[config.mk]
export PLATFORM = sky130hd
export DESIGN_NAME = cpu_ctrl
export DESIGN_NICKNAME = d
export VERILOG_FILES = /design/src/rtl/cpu_pkg.sv /design/src/rtl/instr_decode.sv /design/src/rtl/cpu_ctrl.sv
export SDC_FILE = /design/constraint.sdc
export NUM_CORES = 1
export LEC_CHECK = 0
export ABC_AREA = 0
export CAP_MARGIN = 20
export CORE_MARGIN = 2
export CORE_UTILIZATION = 45
export CTS_CLUSTER_DIAMETER = 40
export DETAILED_ROUTE_END_ITERATION = 10
export PLACE_DENSITY_LB_ADDON = 0.1
export SETUP_SLACK_MARGIN = 0.5
export SYNTH_ARGS = -nofsm -noshare
export SYNTH_HDL_FRONTEND = slang
export SYNTH_SLANG_ARGS = --single-unit
[constraint.sdc]
create_clock -name clk -period 3.1 [get_ports clk]
set_input_delay 0.31 -clock clk [delete_from_list [all_inputs] [get_ports clk]]
set_output_delay 0.31 -clock clk [all_outputs]
set_load 0.1 [all_outputs]
[src/rtl/cpu_pkg.sv]
// Shared types and instruction-field positions for the 8-bit CPU control unit.
// Branch support is selected by the CPU_CTRL_BRANCH_EN macro in instr_decode and cpu_ctrl.
package cpu_pkg;

  typedef enum logic [3:0] {
    OP_NOP  = 4'd0,
    OP_ADD  = 4'd1,
    OP_SUB  = 4'd2,
    OP_AND  = 4'd3,
    OP_OR   = 4'd4,
    OP_XOR  = 4'd5,
    OP_LDI  = 4'd6,
    OP_MOV  = 4'd7,
    OP_JMP  = 4'd8,
    OP_BZ   = 4'd9,
    OP_HALT = 4'd15
  } opcode_e;

  typedef enum logic [2:0] {
    ALU_ADD    = 3'd0,
    ALU_SUB    = 3'd1,
    ALU_AND    = 3'd2,
    ALU_OR     = 3'd3,
    ALU_XOR    = 3'd4,
    ALU_PASS_B = 3'd5
  } alu_op_e;

  typedef enum logic [2:0] {
    ST_FETCH,
    ST_DECODE,
    ST_EXECUTE,
    ST_WRITEBACK,
    ST_HALT
  } ctrl_state_e;

  localparam int OPC_MSB = 15;
  localparam int OPC_LSB = 12;
  localparam int RD_MSB  = 11;
  localparam int RD_LSB  = 8;
  localparam int RS1_MSB = 7;
  localparam int RS1_LSB = 4;
  localparam int RS2_MSB = 3;
  localparam int RS2_LSB = 0;
  localparam int IMM_MSB = 7;
  localparam int IMM_LSB = 0;

endpackage

[src/rtl/instr_decode.sv]
// Combinational decode of the latched instruction word into register-file and ALU controls.
// CPU_CTRL_BRANCH_EN enables JMP/BZ; without it opcodes 8 and 9 decode as NOP.
module instr_decode
  import cpu_pkg::*;
(
  input  logic [15:0] instr,
  output logic [3:0]  ra1,
  output logic [3:0]  ra2,
  output logic [3:0]  wa,
  output logic [2:0]  alu_op,
  output logic [7:0]  imm,
  output logic        imm_sel,
  output logic        is_write,
  output logic        is_branch,
  output logic        is_cond,
  output logic        is_halt
);

  opcode_e    opcode;
  logic [3:0] rd;
  logic [3:0] rs1;
  logic [3:0] rs2;

  assign opcode = opcode_e'(instr[OPC_MSB:OPC_LSB]);
  assign rd     = instr[RD_MSB:RD_LSB];
  assign rs1    = instr[RS1_MSB:RS1_LSB];
  assign rs2    = instr[RS2_MSB:RS2_LSB];

  // NOTE: every output gets a default before the case so no path leaves one unassigned (no latch).
  always_comb begin
    ra1       = rs1;
    ra2       = rs2;
    wa        = rd;
    alu_op    = ALU_ADD;
    imm       = instr[IMM_MSB:IMM_LSB];
    imm_sel   = 1'b0;
    is_write  = 1'b0;
    is_branch = 1'b0;
    is_cond   = 1'b0;
    is_halt   = 1'b0;
    case (opcode)
      OP_ADD: begin alu_op = ALU_ADD; is_write = 1'b1; end
      OP_SUB: begin alu_op = ALU_SUB; is_write = 1'b1; end
      OP_AND: begin alu_op = ALU_AND; is_write = 1'b1; end
      OP_OR:  begin alu_op = ALU_OR;  is_write = 1'b1; end
      OP_XOR: begin alu_op = ALU_XOR; is_write = 1'b1; end
      OP_LDI: begin
        alu_op   = ALU_PASS_B;
        imm_sel  = 1'b1;
        is_write = 1'b1;
      end
      // MOV routes rs1 through the B port so the ALU can pass it unchanged.
      OP_MOV: begin
        alu_op   = ALU_PASS_B;
        ra2      = rs1;
        is_write = 1'b1;
      end
`ifdef CPU_CTRL_BRANCH_EN
      OP_JMP: is_branch = 1'b1;
      OP_BZ: begin
        is_branch = 1'b1;
        is_cond   = 1'b1;
        ra1       = rd;
      end
`endif
      OP_HALT: is_halt = 1'b1;
      default: ;
    endcase
  end

endmodule

[src/rtl/cpu_ctrl.sv]
// Multi-cycle fetch/decode/execute/writeback sequencer and program counter for the 8-bit CPU.
// Define CPU_CTRL_BRANCH_EN to enable JMP/BZ; otherwise they behave as NOP.
module cpu_ctrl
  import cpu_pkg::*;
#(
  parameter int              PC_W     = 8,
  parameter logic [PC_W-1:0] RESET_PC = '0
) (
  input  logic            clk,
  input  logic            reset,
  output logic            imem_req,
  output logic [PC_W-1:0] imem_addr,
  input  logic            imem_ack,
  input  logic [15:0]     imem_data,
  output logic [3:0]      RA1,
  output logic [3:0]      RA2,
  output logic [3:0]      WA,
  output logic            write_enable,
  input  logic [7:0]      RD1,
  output logic [2:0]      alu_op,
  output logic [7:0]      imm,
  output logic            imm_sel,
  output logic [PC_W-1:0] pc,
  output logic            halted
);

  ctrl_state_e     state_q, state_d;
  logic [PC_W-1:0] pc_q, pc_d;
  logic [15:0]     instr_q, instr_d;
  logic            imem_req_q, imem_req_d;
  logic            write_enable_q, write_enable_d;
  logic            halted_q, halted_d;

  logic is_write, is_branch, is_cond, is_halt, branch_taken;
  logic [PC_W-1:0] branch_target;

  instr_decode u_decode (
    .instr     (instr_q),
    .ra1       (RA1),
    .ra2       (RA2),
    .wa        (WA),
    .alu_op    (alu_op),
    .imm       (imm),
    .imm_sel   (imm_sel),
    .is_write  (is_write),
    .is_branch (is_branch),
    .is_cond   (is_cond),
    .is_halt   (is_halt)
  );

  assign branch_target = PC_W'(imm);

`ifdef CPU_CTRL_BRANCH_EN
  assign branch_taken = is_branch && (!is_cond || RD1 == 8'h00);
`else
  logic unused_branch;
  assign unused_branch = ^{RD1, is_branch, is_cond};
  assign branch_taken  = 1'b0;
`endif

  always_comb begin
    state_d        = state_q;
    pc_d           = pc_q;
    instr_d        = instr_q;
    imem_req_d     = imem_req_q;
    write_enable_d = 1'b0;
    halted_d       = halted_q;
    case (state_q)
      // The request is registered, so an ack only counts once the request is visible.
      ST_FETCH: begin
        imem_req_d = 1'b1;
        if (imem_req_q && imem_ack) begin
          instr_d    = imem_data;
          imem_req_d = 1'b0;
          state_d    = ST_DECODE;
        end
      end
      ST_DECODE: state_d = ST_EXECUTE;
      ST_EXECUTE: begin
        if (is_halt) begin
          state_d  = ST_HALT;
          halted_d = 1'b1;
        end else if (is_write) begin
          state_d        = ST_WRITEBACK;
          write_enable_d = (WA != 4'd0);
        end else begin
          state_d    = ST_FETCH;
          imem_req_d = 1'b1;
          pc_d       = branch_taken ? branch_target : pc_q + PC_W'(1);
        end
      end
      ST_WRITEBACK: begin
        state_d    = ST_FETCH;
        imem_req_d = 1'b1;
        pc_d       = pc_q + PC_W'(1);
      end
      ST_HALT: ;
      default: state_d = ST_FETCH;
    endcase
  end

  // NOTE: sequential state uses non-blocking assignments so every flop samples pre-edge values.
  always_ff @(posedge clk or posedge reset) begin
    if (reset) begin
      state_q        <= ST_FETCH;
      pc_q           <= RESET_PC;
      instr_q        <= 16'h0000;
      imem_req_q     <= 1'b0;
      write_enable_q <= 1'b0;
      halted_q       <= 1'b0;
    end else begin
      state_q        <= state_d;
      pc_q           <= pc_d;
      instr_q        <= instr_d;
      imem_req_q     <= imem_req_d;
      write_enable_q <= write_enable_d;
      halted_q       <= halted_d;
    end
  end

  assign imem_req     = imem_req_q;
  assign imem_addr    = pc_q;
  assign pc           = pc_q;
  assign write_enable = write_enable_q;
  assign halted       = halted_q;

endmodule
---- After elaboration in Yosys (flattened, before gate mapping) ----
Index checks and enable logic that the tools add are counted.
word-level totals
  flip-flop bits (word level) ............. 30
  input port bits ......................... 27
  output and inout port bits .............. 43
  logic and storage cells ................. 54
cells by class
  add/sub/neg operators ................... 1
  equality and inequality tests ........... 15
  mux-type cells .......................... 19
  bitwise gates (word level) .............. 1
  reductions and logical operators ........ 12
operator list
  operator                                                                count
  4-bit by 3-bit equality test with 1-bit output (second input constant)  4
  8-bit 2-to-1 mux                                                        2
  8-bit case mux with 2 select lines                                      1
  3-bit case mux with 5 select lines                                      1
  3-bit case mux with 4 select lines                                      1
  1-bit 2-to-1 mux                                                        9
  8-bit by 1-bit adder with 8-bit output (second input constant)          1
  4-bit by 2-bit equality test with 1-bit output (second input constant)  2
  7-bit OR reduction                                                      1
  3-bit by 2-bit equality test with 1-bit output (second input constant)  2
  3-bit 2-to-1 mux                                                        2
  2-bit != test (second input constant)                                   3
  2-bit AND reduction                                                     3
  3-bit AND reduction                                                     2
  4-bit by 1-bit equality test with 1-bit output (second input constant)  1
  4-bit equality test (second input constant)                             1
  4-bit 2-to-1 mux                                                        1
  4-bit nonzero test                                                      1
  3-bit by 1-bit equality test with 1-bit output (second input constant)  1
  3-bit equality test (second input constant)                             1
  3-bit zero test                                                         1
  1-bit case mux with 3 select lines                                      1
  3-bit nonzero test                                                      1
  2-bit 2-to-1 mux                                                        1
  other kinds (4)                                                         4

---- Depth between registers and ports, before layout ----
  depth in word-level cells ............... 6
  depth in mapped cells ................... 5
  gate-level depth less buffers ........... 4

---- By module ----
From an unflattened synthesis, not the netlist that was laid out.
unflattened totals
  cell total of the unflattened synthesis .. 140
  area total of the unflattened synthesis .. 1652.8 um^2
by module, submodules not included
  module        times used  cells an instance  area each (um^2)  seq. area each (um^2)
  cpu_ctrl      1           102                1383.8            750.7
  instr_decode  1           38                 269.0             0.0

---- Worst setup path after synthesis ----
No wires, ideal clock.
  path kind ............................... register -> output
  from .................................... register instr_q[12]
  to ...................................... output port imm_sel
  arrival time ............................ 3439 ps
  required time ........................... 2790 ps
  slack ................................... -649 ps
  cell stages (with the launch flop) ...... 3
  path buffers ............................ 1
  path through ............................ dfrtp_1 -> clkbuf_1 -> nor4bb_1
between the ends
  cells in the longest elaborated chain, start to end .. 2
RTL lines
  element                                         line                text
  start: declaration                              cpu_ctrl.sv:29      logic [15:0] instr_q, instr_d;
  start signal: assignment                        cpu_ctrl.sv:114     instr_q <= instr_d;
  4-bit by 3-bit equality test with 1-bit output  instr_decode.sv:41  case (opcode)
  1-bit 2-to-1 mux                                instr_decode.sv:41
  end: declaration                                cpu_ctrl.sv:22      output logic imm_sel,
No other way between the ends.

---- Worst setup path after layout ----
  from .................................... register pc_q[6], in the netlist imem_addr[6]
  to ...................................... output port pc[6]
RTL lines
  element                   line             text
  start: declaration        cpu_ctrl.sv:28   logic [PC_W-1:0] pc_q, pc_d;
  start signal: assignment  cpu_ctrl.sv:113  pc_q <= pc_d;
  end: declaration          cpu_ctrl.sv:23   output logic [PC_W-1:0] pc,
No word-level cell between the ends.

==> run metrics <==
dpl cells=223; Pins Over Slew Limit=0; skew final=0.00180 ns; Rel. slew slack=0.337; n_diodes=0; Area growth syn-to-layout=29.5%; routability cong.=0.827; fmax=0.455 GHz; Avg Cell Area, Syn=11.4 µm²; Synth async-reset ratio=1.00; post-synthesis cell type count=35; Num Clock Sinks=30; Period minus WS final=2.20 ns; layout cells sized above 1=0.288; CTS tree=yes; # IOs=70; WS Path Type=flip-flop to output port; CTS max path bufs=2; number of global-route vias before repair=1082; Post-route DRC=0; final WL=3.16 mm; WP buf/inv=1; status=finished clean; nets=212; Yosys top cell area share=0.462; EDFF count, synth=0; initial antenna violation count=0; largest net degree at the start of global routing=31; setup TNS=0 ns; Synth area leader=dfrtp_1; Max FO, Critical Path=4; Max Cap Viol=0; crit end category=output port; Root Buffer=clkbuf_4; required time of the critical path=2.79 ns; Hold Path Class=input port to asynchronous set/reset pin; TritonRoute pass-1 iters=4; first-pass GRT wire length=5.14 mm; DP HPWL=2.30 mm; GRT Total Usage=0.167; DR iter-0 viols=20; Die Ht=64.1 µm; Core Region=0.00342 mm²; non-filler cells in the finished layout=230; register area share after synthesis=0.462; DIE WIDTH=64.1 µm; synthesized instance count=143; worst-margin pin slew=0.991 ns; Hold Buf Count CTS=0; CP max stage delay=1.16 ns; die area=0.00411 mm²; Worst EP arrival=1.89 ns; Std-Cell Rows=21; post-route ant nets=0; # setup viols final=0; #FFs+latches synth=30; via density per instance=4.91; GR Overflow Total=0; Critical Path Slowest Stage Cell=clkdlybuf4s50_1; CP Cell Sequence=clkdlybuf4s50_1; # port buffers=61; CTS H-Tree Depth=2; unrepaired setup endpoints after global routing=no; Area contributors post-synth=dfrtp_1 (46%), buf_4 (12%), mux2_2 (9.7%); final hold viol count=0; pre-CTS WS=1.25 ns; Syn Std Cell Area=0.00163 mm²; Ys Warns=0; Final Cycle Share=0.709; Post-CTS Setup Bufs=0; routed vias=1129; Initial Util=0.476; Clock transition at path regs=0.08 ns; Most used DFF post-synth=dfrtp_1; Syn Nets=171; crit-path leading delay family=buffers and inverters; post-route setup slack=0.903 ns; post-cts resize count=0; Critical Path Source Type=flip-flop; Num CTS Buffers=5; drt wl/cell=13.7 µm; Clock Latency Late Sink=0.32 ns
==> cells in the mapped netlist (2+ instances only) <==
| cell type | number |
|---|---|
| nand2b_1 | 2 |
| inv_1 | 5 |
| dfrtp_1 | 30 |
| mux2_2 | 14 |
| nand2_1 | 5 |
| buf_2 | 2 |
| nor3b_1 | 2 |
| nand3_1 | 2 |
| xnor2_1 | 3 |
| a21oi_1 | 4 |
| buf_4 | 25 |
| nand4_1 | 3 |
| o21bai_1 | 2 |
| nor3_1 | 3 |
| mux2_4 | 6 |
| xor2_1 | 4 |
| nor2_1 | 13 |
==> per-layer routing <==
layer,up-vias,track usage,part of all wire
li1,542,-,-
met1,543,0.191,0.42
met2,38,0.280,0.49
met3,6,0.0563,0.067
met4,0,0.0798,0.019
met5,-,0,0
==> flip-flops by register name, indices dropped and copies added (netlist names) <==
signal and cells:
imem_req 1, halted 1, state_q 3, write_enable 1, imem_addr 8, instr_q 16
==> cells by family after synthesis <==
logic type,count (synthesis),synth area share
AOI/OAI and AO/OA,10,0.0516
DFF,30,0.462
and+or+nand+nor,41,0.146
adders and majority gates,1,0.00770
xor gates and xnor gates,7,0.0377
buffers and inverters,34,0.142
muxes,20,0.152
==> worst paths after layout <==
check	startpoint	endpoint	slack [ns]	depth (start not counted)
setup / recovery	imem_addr[6]	pc[6]	0.90	1
hold / removal	reset	imem_addr[3]	0.35	3
setup reg to reg	state_q[0]	instr_q[9]	1.49	3
hold reg to reg	halted	halted	0.48	1
max in group asynchronous	reset	instr_q[3]	2.48	3
min in group clk	halted	halted	0.48	1
==> layout by cell type (no fill, tap or decap), types with 2 or more instances in the layout <==
cell type,instances
nand2b_1,2
clkbuf_1,2
mux2_2,14
dfrtp_1,30
clkbuf_4,5
nor2_1,13
inv_1,5
clkdlybuf4s50_1,42
xnor2_1,3
mux2_4,6
nand4_1,3
nand2_1,5
buf_4,21
nor3_1,3
xor2_1,4
nand3_1,2
o21bai_1,2
a21oi_1,4
==> final cells by class <==
class | count | area, µm²
Clock buffer | 7 | 45.0
Fill cell | 307 | 1310
Inverter | 5 | 18.8
Multi-Input combinational cell | 79 | 654
Sequential cell | 30 | 751
Tap cell | 46 | 57.6
Timing Repair Buffer | 63 | 578
==> through the flow <==
step / hold WS (ns) / instance area [µm²] / utilization
after floorplan: 0.401 / 1640 / -
after global placement: 0.463 / 2060 / 0.603
after detailed placement: 0.469 / 2060 / 0.603
after CTS: 0.353 / 2100 / 0.616
after global routing: 0.383 / 2100 / 0.616
final: 0.350 / 2100 / 0.616
Power is not shown: default switching activity piles up to over one toggle a cycle in this logic, so the estimate is an artifact.
